<file path="src/rtl/alu_cmd_sequencer.sv">
// alu_cmd_sequencer: queues ALU commands, drives one at a time into an external ALU, returns registered results
// Ports:
//   clk, rst                      clock, asynchronous active-high reset
//   cmd_valid/cmd_ready           command handshake; cmd_ready = FIFO not full
//   cmd_op, cmd_a, cmd_b          opcode and operands pushed into the FIFO
//   alu_a, alu_b, alu_sel         registered operands/opcode driven to the ALU
//   alu_out, alu_cout             combinational ALU result and carry
//   res_valid/res_ready           result handshake
//   res_data, res_carry,
//   res_zero, res_dbz             captured result and status flags
//   op_count                      number of results delivered (wraps)
module alu_cmd_sequencer #(
  parameter int DEPTH = 4,
  parameter int AW = 2
) (
  input  logic        clk,
  input  logic        rst,
  input  logic        cmd_valid,
  output logic        cmd_ready,
  input  logic [3:0]  cmd_op,
  input  logic [7:0]  cmd_a,
  input  logic [7:0]  cmd_b,
  output logic [7:0]  alu_a,
  output logic [7:0]  alu_b,
  output logic [3:0]  alu_sel,
  input  logic [7:0]  alu_out,
  input  logic        alu_cout,
  output logic        res_valid,
  input  logic        res_ready,
  output logic [7:0]  res_data,
  output logic        res_carry,
  output logic        res_zero,
  output logic        res_dbz,
  output logic [15:0] op_count
);
  typedef enum logic [1:0] {S_IDLE, S_EXEC, S_DONE} state_t;
  localparam logic [AW:0] L_FULL = (AW + 1)'(DEPTH);
  state_t r_state, w_next;
  logic [19:0] r_mem [DEPTH];
  logic [AW-1:0] r_wptr, r_rptr;
  logic [AW:0] r_count;
  logic [7:0] r_a, r_b, r_data;
  logic [3:0] r_sel;
  logic r_carry, r_zero, r_dbz;
  logic [15:0] r_op_count;
  logic w_empty, w_push, w_pop, w_dbz;
  logic [7:0] w_data;
  logic [19:0] w_head;
  assign w_empty = r_count == '0;
  assign cmd_ready = r_count != L_FULL;
  assign w_push = cmd_valid & cmd_ready;
  assign w_head = r_mem[r_rptr];
  // Divide-by-zero is decided from the registered command, not from the ALU output.
  assign w_dbz = (r_sel == 4'b0011) && (r_b == 8'h00);
  assign w_data = w_dbz ? 8'hFF : alu_out;
  always_comb begin
    w_next = r_state;
    w_pop = 1'b0;
    case (r_state)
      S_IDLE: begin
        w_pop = !w_empty;
        w_next = w_empty ? S_IDLE : S_EXEC;
      end
      S_EXEC: w_next = S_DONE;
      S_DONE: begin
        w_pop = res_ready & !w_empty;
        w_next = !res_ready ? S_DONE : (w_empty ? S_IDLE : S_EXEC);
      end
      default: w_next = S_IDLE;
    endcase
  end
  always_ff @(posedge clk or posedge rst)
    if (rst) r_state <= S_IDLE;
    else r_state <= w_next;
  always_ff @(posedge clk)
    if (w_push) r_mem[r_wptr] <= {cmd_op, cmd_a, cmd_b};
  always_ff @(posedge clk or posedge rst)
    if (rst) begin
      r_wptr <= '0;
      r_rptr <= '0;
      r_count <= '0;
    end else begin
      if (w_push) r_wptr <= r_wptr + 1'b1;
      if (w_pop) r_rptr <= r_rptr + 1'b1;
      r_count <= r_count + (AW + 1)'(w_push) - (AW + 1)'(w_pop);
    end
  // Operand registers change only on a pop, so the ALU inputs stay frozen through EXEC.
  always_ff @(posedge clk or posedge rst)
    if (rst) begin
      r_sel <= '0;
      r_a <= '0;
      r_b <= '0;
      r_data <= '0;
      r_carry <= 1'b0;
      r_zero <= 1'b0;
      r_dbz <= 1'b0;
      r_op_count <= '0;
    end else begin
      if (w_pop) {r_sel, r_a, r_b} <= w_head;
      if (r_state == S_EXEC) begin
        r_data <= w_data;
        r_carry <= (r_sel == 4'b0000) & alu_cout;
        r_zero <= w_data == 8'h00;
        r_dbz <= w_dbz;
      end
      if (r_state == S_DONE && res_ready) r_op_count <= r_op_count + 16'd1;
    end
  assign alu_a = r_a;
  assign alu_b = r_b;
  assign alu_sel = r_sel;
  assign res_valid = r_state == S_DONE;
  assign res_data = r_data;
  assign res_carry = r_carry;
  assign res_zero = r_zero;
  assign res_dbz = r_dbz;
  assign op_count = r_op_count;
endmodule

</file>
<file path="config.mk">
export PLATFORM = sky130hd
export DESIGN_NAME = alu_cmd_sequencer
export DESIGN_NICKNAME = d
export VERILOG_FILES = /design/src/rtl/alu_cmd_sequencer.sv
export SDC_FILE = /design/constraint.sdc
export NUM_CORES = 1
export LEC_CHECK = 0
export CORE_MARGIN = 2
export CORE_UTILIZATION = 45
export CTS_CLUSTER_DIAMETER = 30
export CTS_CLUSTER_SIZE = 8
export DETAILED_ROUTE_END_ITERATION = 6
export PLACE_DENSITY = 0.79
export SLEW_MARGIN = 20
export SYNTH_ARGS = -nofsm -noshare
export SYNTH_HDL_FRONTEND = slang
export SYNTH_SLANG_ARGS = --single-unit
</file>
<file path="constraint.sdc">
create_clock -name clk -period 5.5 [get_ports clk]
set_clock_uncertainty 0.2 [all_clocks]
set_input_delay 0.825 -clock clk [delete_from_list [all_inputs] [get_ports clk]]
set_output_delay 0.825 -clock clk [all_outputs]
set_load 0.01 [all_outputs]
</file>
======== Yosys cells after proc, flatten, opt, wreduce, memory -nomap -nowiden ========
Memory sizes are Yosys's and may differ from the RTL's. A register that Yosys moved wholly into a read port is not among the register bits.
Index checks and enable logic that the tools add are counted.
storage, ports and cells
  register bits after elaboration ......... 36
  bits in latches ......................... 0
  RAM bits ................................ 80
  ROM bits ................................ 0
  input port bits ......................... 33
  word-level logic and storage cells ...... 37
  memories ................................ 1
cells by class
  $add $sub $neg .......................... 5
  $mul .................................... 0
  divide/modulo/power cells ............... 0
  magnitude comparators ................... 0
  eq/ne operators ......................... 4
  shifts and indexed selects .............. 0
  multiplexer cells ....................... 7
  bitwise operators ....................... 3
  reductions and logical operators ........ 8
memory list
  memory  depth  bits a word  read ports  clocked after memory_dff  write ports  line  RTL
  r_mem   4      20           1           1                         1            39    logic [19:0] r_mem [DEPTH];
operator list
  kind                                                  count
  adder 16 x 1 -> 16 bit (second input constant)        1
  logical NOT 8 bit                                     2
  two-way mux 8 bit                                     1
  case mux 2 bit (3 select lines)                       1
  adder 2 x 1 -> 2 bit (second input constant)          2
  equality test 4 x 2 -> 1 bit (second input constant)  1
  logical NOT 4 bit                                     1
  adder 3 x 1 -> 3 bit                                  1
  bitwise AND 1 bit                                     3
  logical NOT 3 bit                                     1
  two-way mux 1 bit                                     3
  inequality test 3 bit (second input constant)         1
  subtractor 3 x 1 -> 3 bit                             1
  equality test 2 x 1 -> 1 bit (second input constant)  1
  equality test 2 bit (second input constant)           1
  logical AND 1 bit                                     2
  logical NOT 2 bit                                     1
  two-way mux 2 bit                                     1
  case mux 1 bit (2 select lines)                       1
  logical NOT 1 bit                                     1

======== Depth between registers and ports, before layout ========
  depth after elaboration ................. 5
  gate-level depth with buffers ........... 10
  mapped depth without buffers ............ 10

======== Worst setup path before layout ========
Ideal clock, no wire load.
  kind .................................... input to register
  start point ............................. input port res_ready
  end point ............................... register r_count[2]
  library setup time ...................... 0.123 ns
  data arrival time ....................... 2.320 ns
  required time ........................... 5.177 ns
  path slack .............................. 2.858 ns
  stages on the path ...................... 9
  buffers on the path ..................... 1
  cells stage by stage .................... nor2b_2 nor3_4 buf_4 ha_1 inv_1 ha_1 fa_1 xnor2_1 xnor2_1
between the ends
  longest elaborated chain between the ends .. 3
ends and longest elaborated chain
  what                             line  RTL
  start, declared                  29    input logic res_ready,
  bitwise AND 1 bit                66    w_pop = res_ready & !w_empty;
  case mux 1 bit (2 select lines)  59    case (r_state)
  net w_pop                        46    logic w_empty, w_push, w_pop, w_dbz;
  subtractor 3 x 1 -> 3 bit        85    r_count <= r_count + (AW + 1)'(w_push) - (AW + 1)'(w_pop);
  end signal, assigned             85
  end, declared                    41    logic [AW:0] r_count;
The timed path passes the listed nets, and every way through them passes these cells.
A chain may end at the register's enable or synchronous reset.

======== Worst setup path in the final report ========
  start point ............................. input port res_ready
  end point ............................... register r_count[2]
between the ends
  longest elaborated chain between the ends .. 3
ends and longest elaborated chain
  what                             line
  bitwise AND 1 bit                66
  case mux 1 bit (2 select lines)  59
  subtractor 3 x 1 -> 3 bit        85
Every way passes these cells.

==> metrics.txt <==
Yosys top cell by area edfxtp_1; antenna violations before repair 0; fmax 339 MHz; Synth cell types 38; met2 WL post-DR 5030 µm; Worst Hold Class flop to flop; Congestion Overflow GR 0; PD cells 556 nW/µm²; non-filler cells, final 539; Tcrit/Tclk final 0.537; DRT iter0 DRCs 173; Final Max Tran Viols 0; fin area 6890 µm²; DR vias 2803; Area Overhead vs Synth 28.5%; actual slew at the worst max-slew pin 1.05 ns; DRC 10; Synth area leaders edfxtp_1 (45%), dfrtp_1 (26%), mux4_2 (7.6%); post-place instance area 6320 µm²; die height 113 µm; setup violators final 0; # fillers 870; # diodes 0; gr usage total 0.165; cell area after synthesis 5360 µm²; Fin. Hold Viols 0; Storage cell area 3800 µm²; Pleak 2.61 nW; Starting Density 0.465; post-detail-place hpwl 6210 µm; DR vias/cell 5.20; Final ANT Viol Nets 0; CTS buffer count 17; syn avg cell area 18.7 µm²; nets 424; # clock sinks 136; Worst EP arrival 3.08 ns; Req. time, crit path 5.63 ns; FF+latch count, synth 136; Final GP Congestion 0.765; clock slew at reported path FFs 0.06 ns; CTS H-tree lvls 4; number of enable flip-flop cells after synthesis 80; Max VDD drop 325 µV; Cell Count Post-Placement 507; cts hold-fix bufs 0; CTS root buf clkbuf_16; post-synthesis cell count 287; clock tree buffer depth 2; largest net degree at the start of global routing 57; total number of yosys warnings 0; Met3 Wirelength 480 µm; width of the die 113 µm; fraction of registers with async set/reset 0.412; failing checks design-rule violations; Mapped Nets 328; Main synth FF type edfxtp_1; post-CTS setup buffer count 0; count of input and output buffers 81; CTS resizes 0; crit-path max FO 23; total die area 12800 µm²; row cnt 39; RSZ-0062 raised after global routing false; met1 wire length 4130 µm; startpoint types primary input; Max Cap Violations 0; Seq/Total Area, Yosys 0.710; Critical Path End Type flop; per-cell routed wire length 18.0 µm; most frequent cell after synthesis edfxtp_1; minimum clock period 2.95 ns; TNS Setup 0 ns; Pwr Total 3.83 mW; status finished with violations; multi-input logic area 1470 µm²; top cells by count, synth edfxtp_1 (80), dfrtp_1 (56), mux4_2 (18), mux2_2 (13), xnor2_1 (13); slew margin rel. 0.301; fraction of layout cells with a size suffix above 1 0.222; DRT Wirelength 9700 µm; top cell type's share of synthesized area 0.448; CTS tree done; vias in the first global route 3020; global-route wire length before repair 15800 µm; kind of critical path primary input to flop; io pins 82; top layer in use met4; Core ar. 11500 µm²; clock latency on the worst-skew pair 0.41 ns; Pre-antenna DRT Iters 7
[worst max-delay path, cell delays in order]
cell	delay (ns)
clkdlybuf4s50_1	0.50
nor2b_2	0.22
nor3_4	0.04
buf_4	0.25
ha_1	0.32
inv_1	0.04
ha_1	0.18
fa_1	0.38
xnor2_1	0.18
xnor2_1	0.15
[cell type report]
cell class              instances  share of cell area
clock buffers                  17              0.0618
flip-flops and latches        136               0.552
multi-input cells             135               0.214
inverters                       9             0.00491
clock inverters                15              0.0203
well taps                     143              0.0260
repair buffers                 84               0.121
[cells by family after synthesis]
family,after synthesis,share of synthesized area
xor+xnor,20,0.0327
mux,42,0.138
buf+inv,16,0.0163
compound gates,11,0.0161
flops,136,0.710
fa+ha+maj,8,0.0201
simple gates,54,0.0670
[registers in the layout, summed over array words and instances, names as in the netlist]
register	count
res_dbz	1
res_data	8
res_zero	1
r_rptr	2
res_carry	1
alu_a	8
alu_b	8
r_wptr	2
alu_sel	4
r_count	3
r_mem	80
r_state	2
op_count	16
[through the flow]
stage                     hold WS (ns)   util  setup slack [ns]
after floorplan                  0.306      -              2.86
after global placement           0.253  0.549              2.18
after detailed placement         0.256  0.549              2.10
after CTS                        0.268  0.598              2.54
after global routing             0.312  0.598              2.42
final                            0.264  0.598              2.55
[final timing paths]
kind	start	end	slack (ns)	cells after the start
worst max-delay path	res_ready	r_count[2]	2.55	10
worst min-delay path	res_carry	res_carry	0.26	2
worst max register to register	r_count[1]	r_count[2]	2.95	9
worst min register to register	res_carry	res_carry	0.26	2
max in group asynchronous	rst	r_wptr[0]	3.87	3
min in group asynchronous	rst	alu_a[4]	0.74	3
[placed cells by master, fill, tap and decap left out, types with 5 or more instances in the layout]
cell type,n
xnor2_1,13
clkbuf_16,17
mux2_4,9
edfxtp_1,80
dfrtp_1,56
mux4_2,18
nand3_1,7
inv_1,8
inv_6,7
o22a_1,7
ha_1,7
xor2_1,7
nand2_1,10
mux2_2,13
nor2_1,5
clkdlybuf4s50_1,81
[routing by layer]
| metal | global-route usage | vias to the layer above |
|---|---|---|
| met2 | 0.280 | 75 |
| met3 | 0.0584 | 2 |
| met4 | 0.0553 | 0 |
| met1 | 0.199 | 1432 |
| met5 | 0 | - |
| li1 | - | 1294 |
[power by group]
| part | total [mW] | switching [mW] | internal, mW |
|---|---|---|---|
| Clock | 1.07 | 0.439 | 0.630 |
| Sequential | 1.59 | 0.207 | 1.38 |
| Combinational | 1.17 | 0.478 | 0.691 |
| Total | 3.83 | 1.12 | 2.71 |
(Power assumes the default switching activity.)
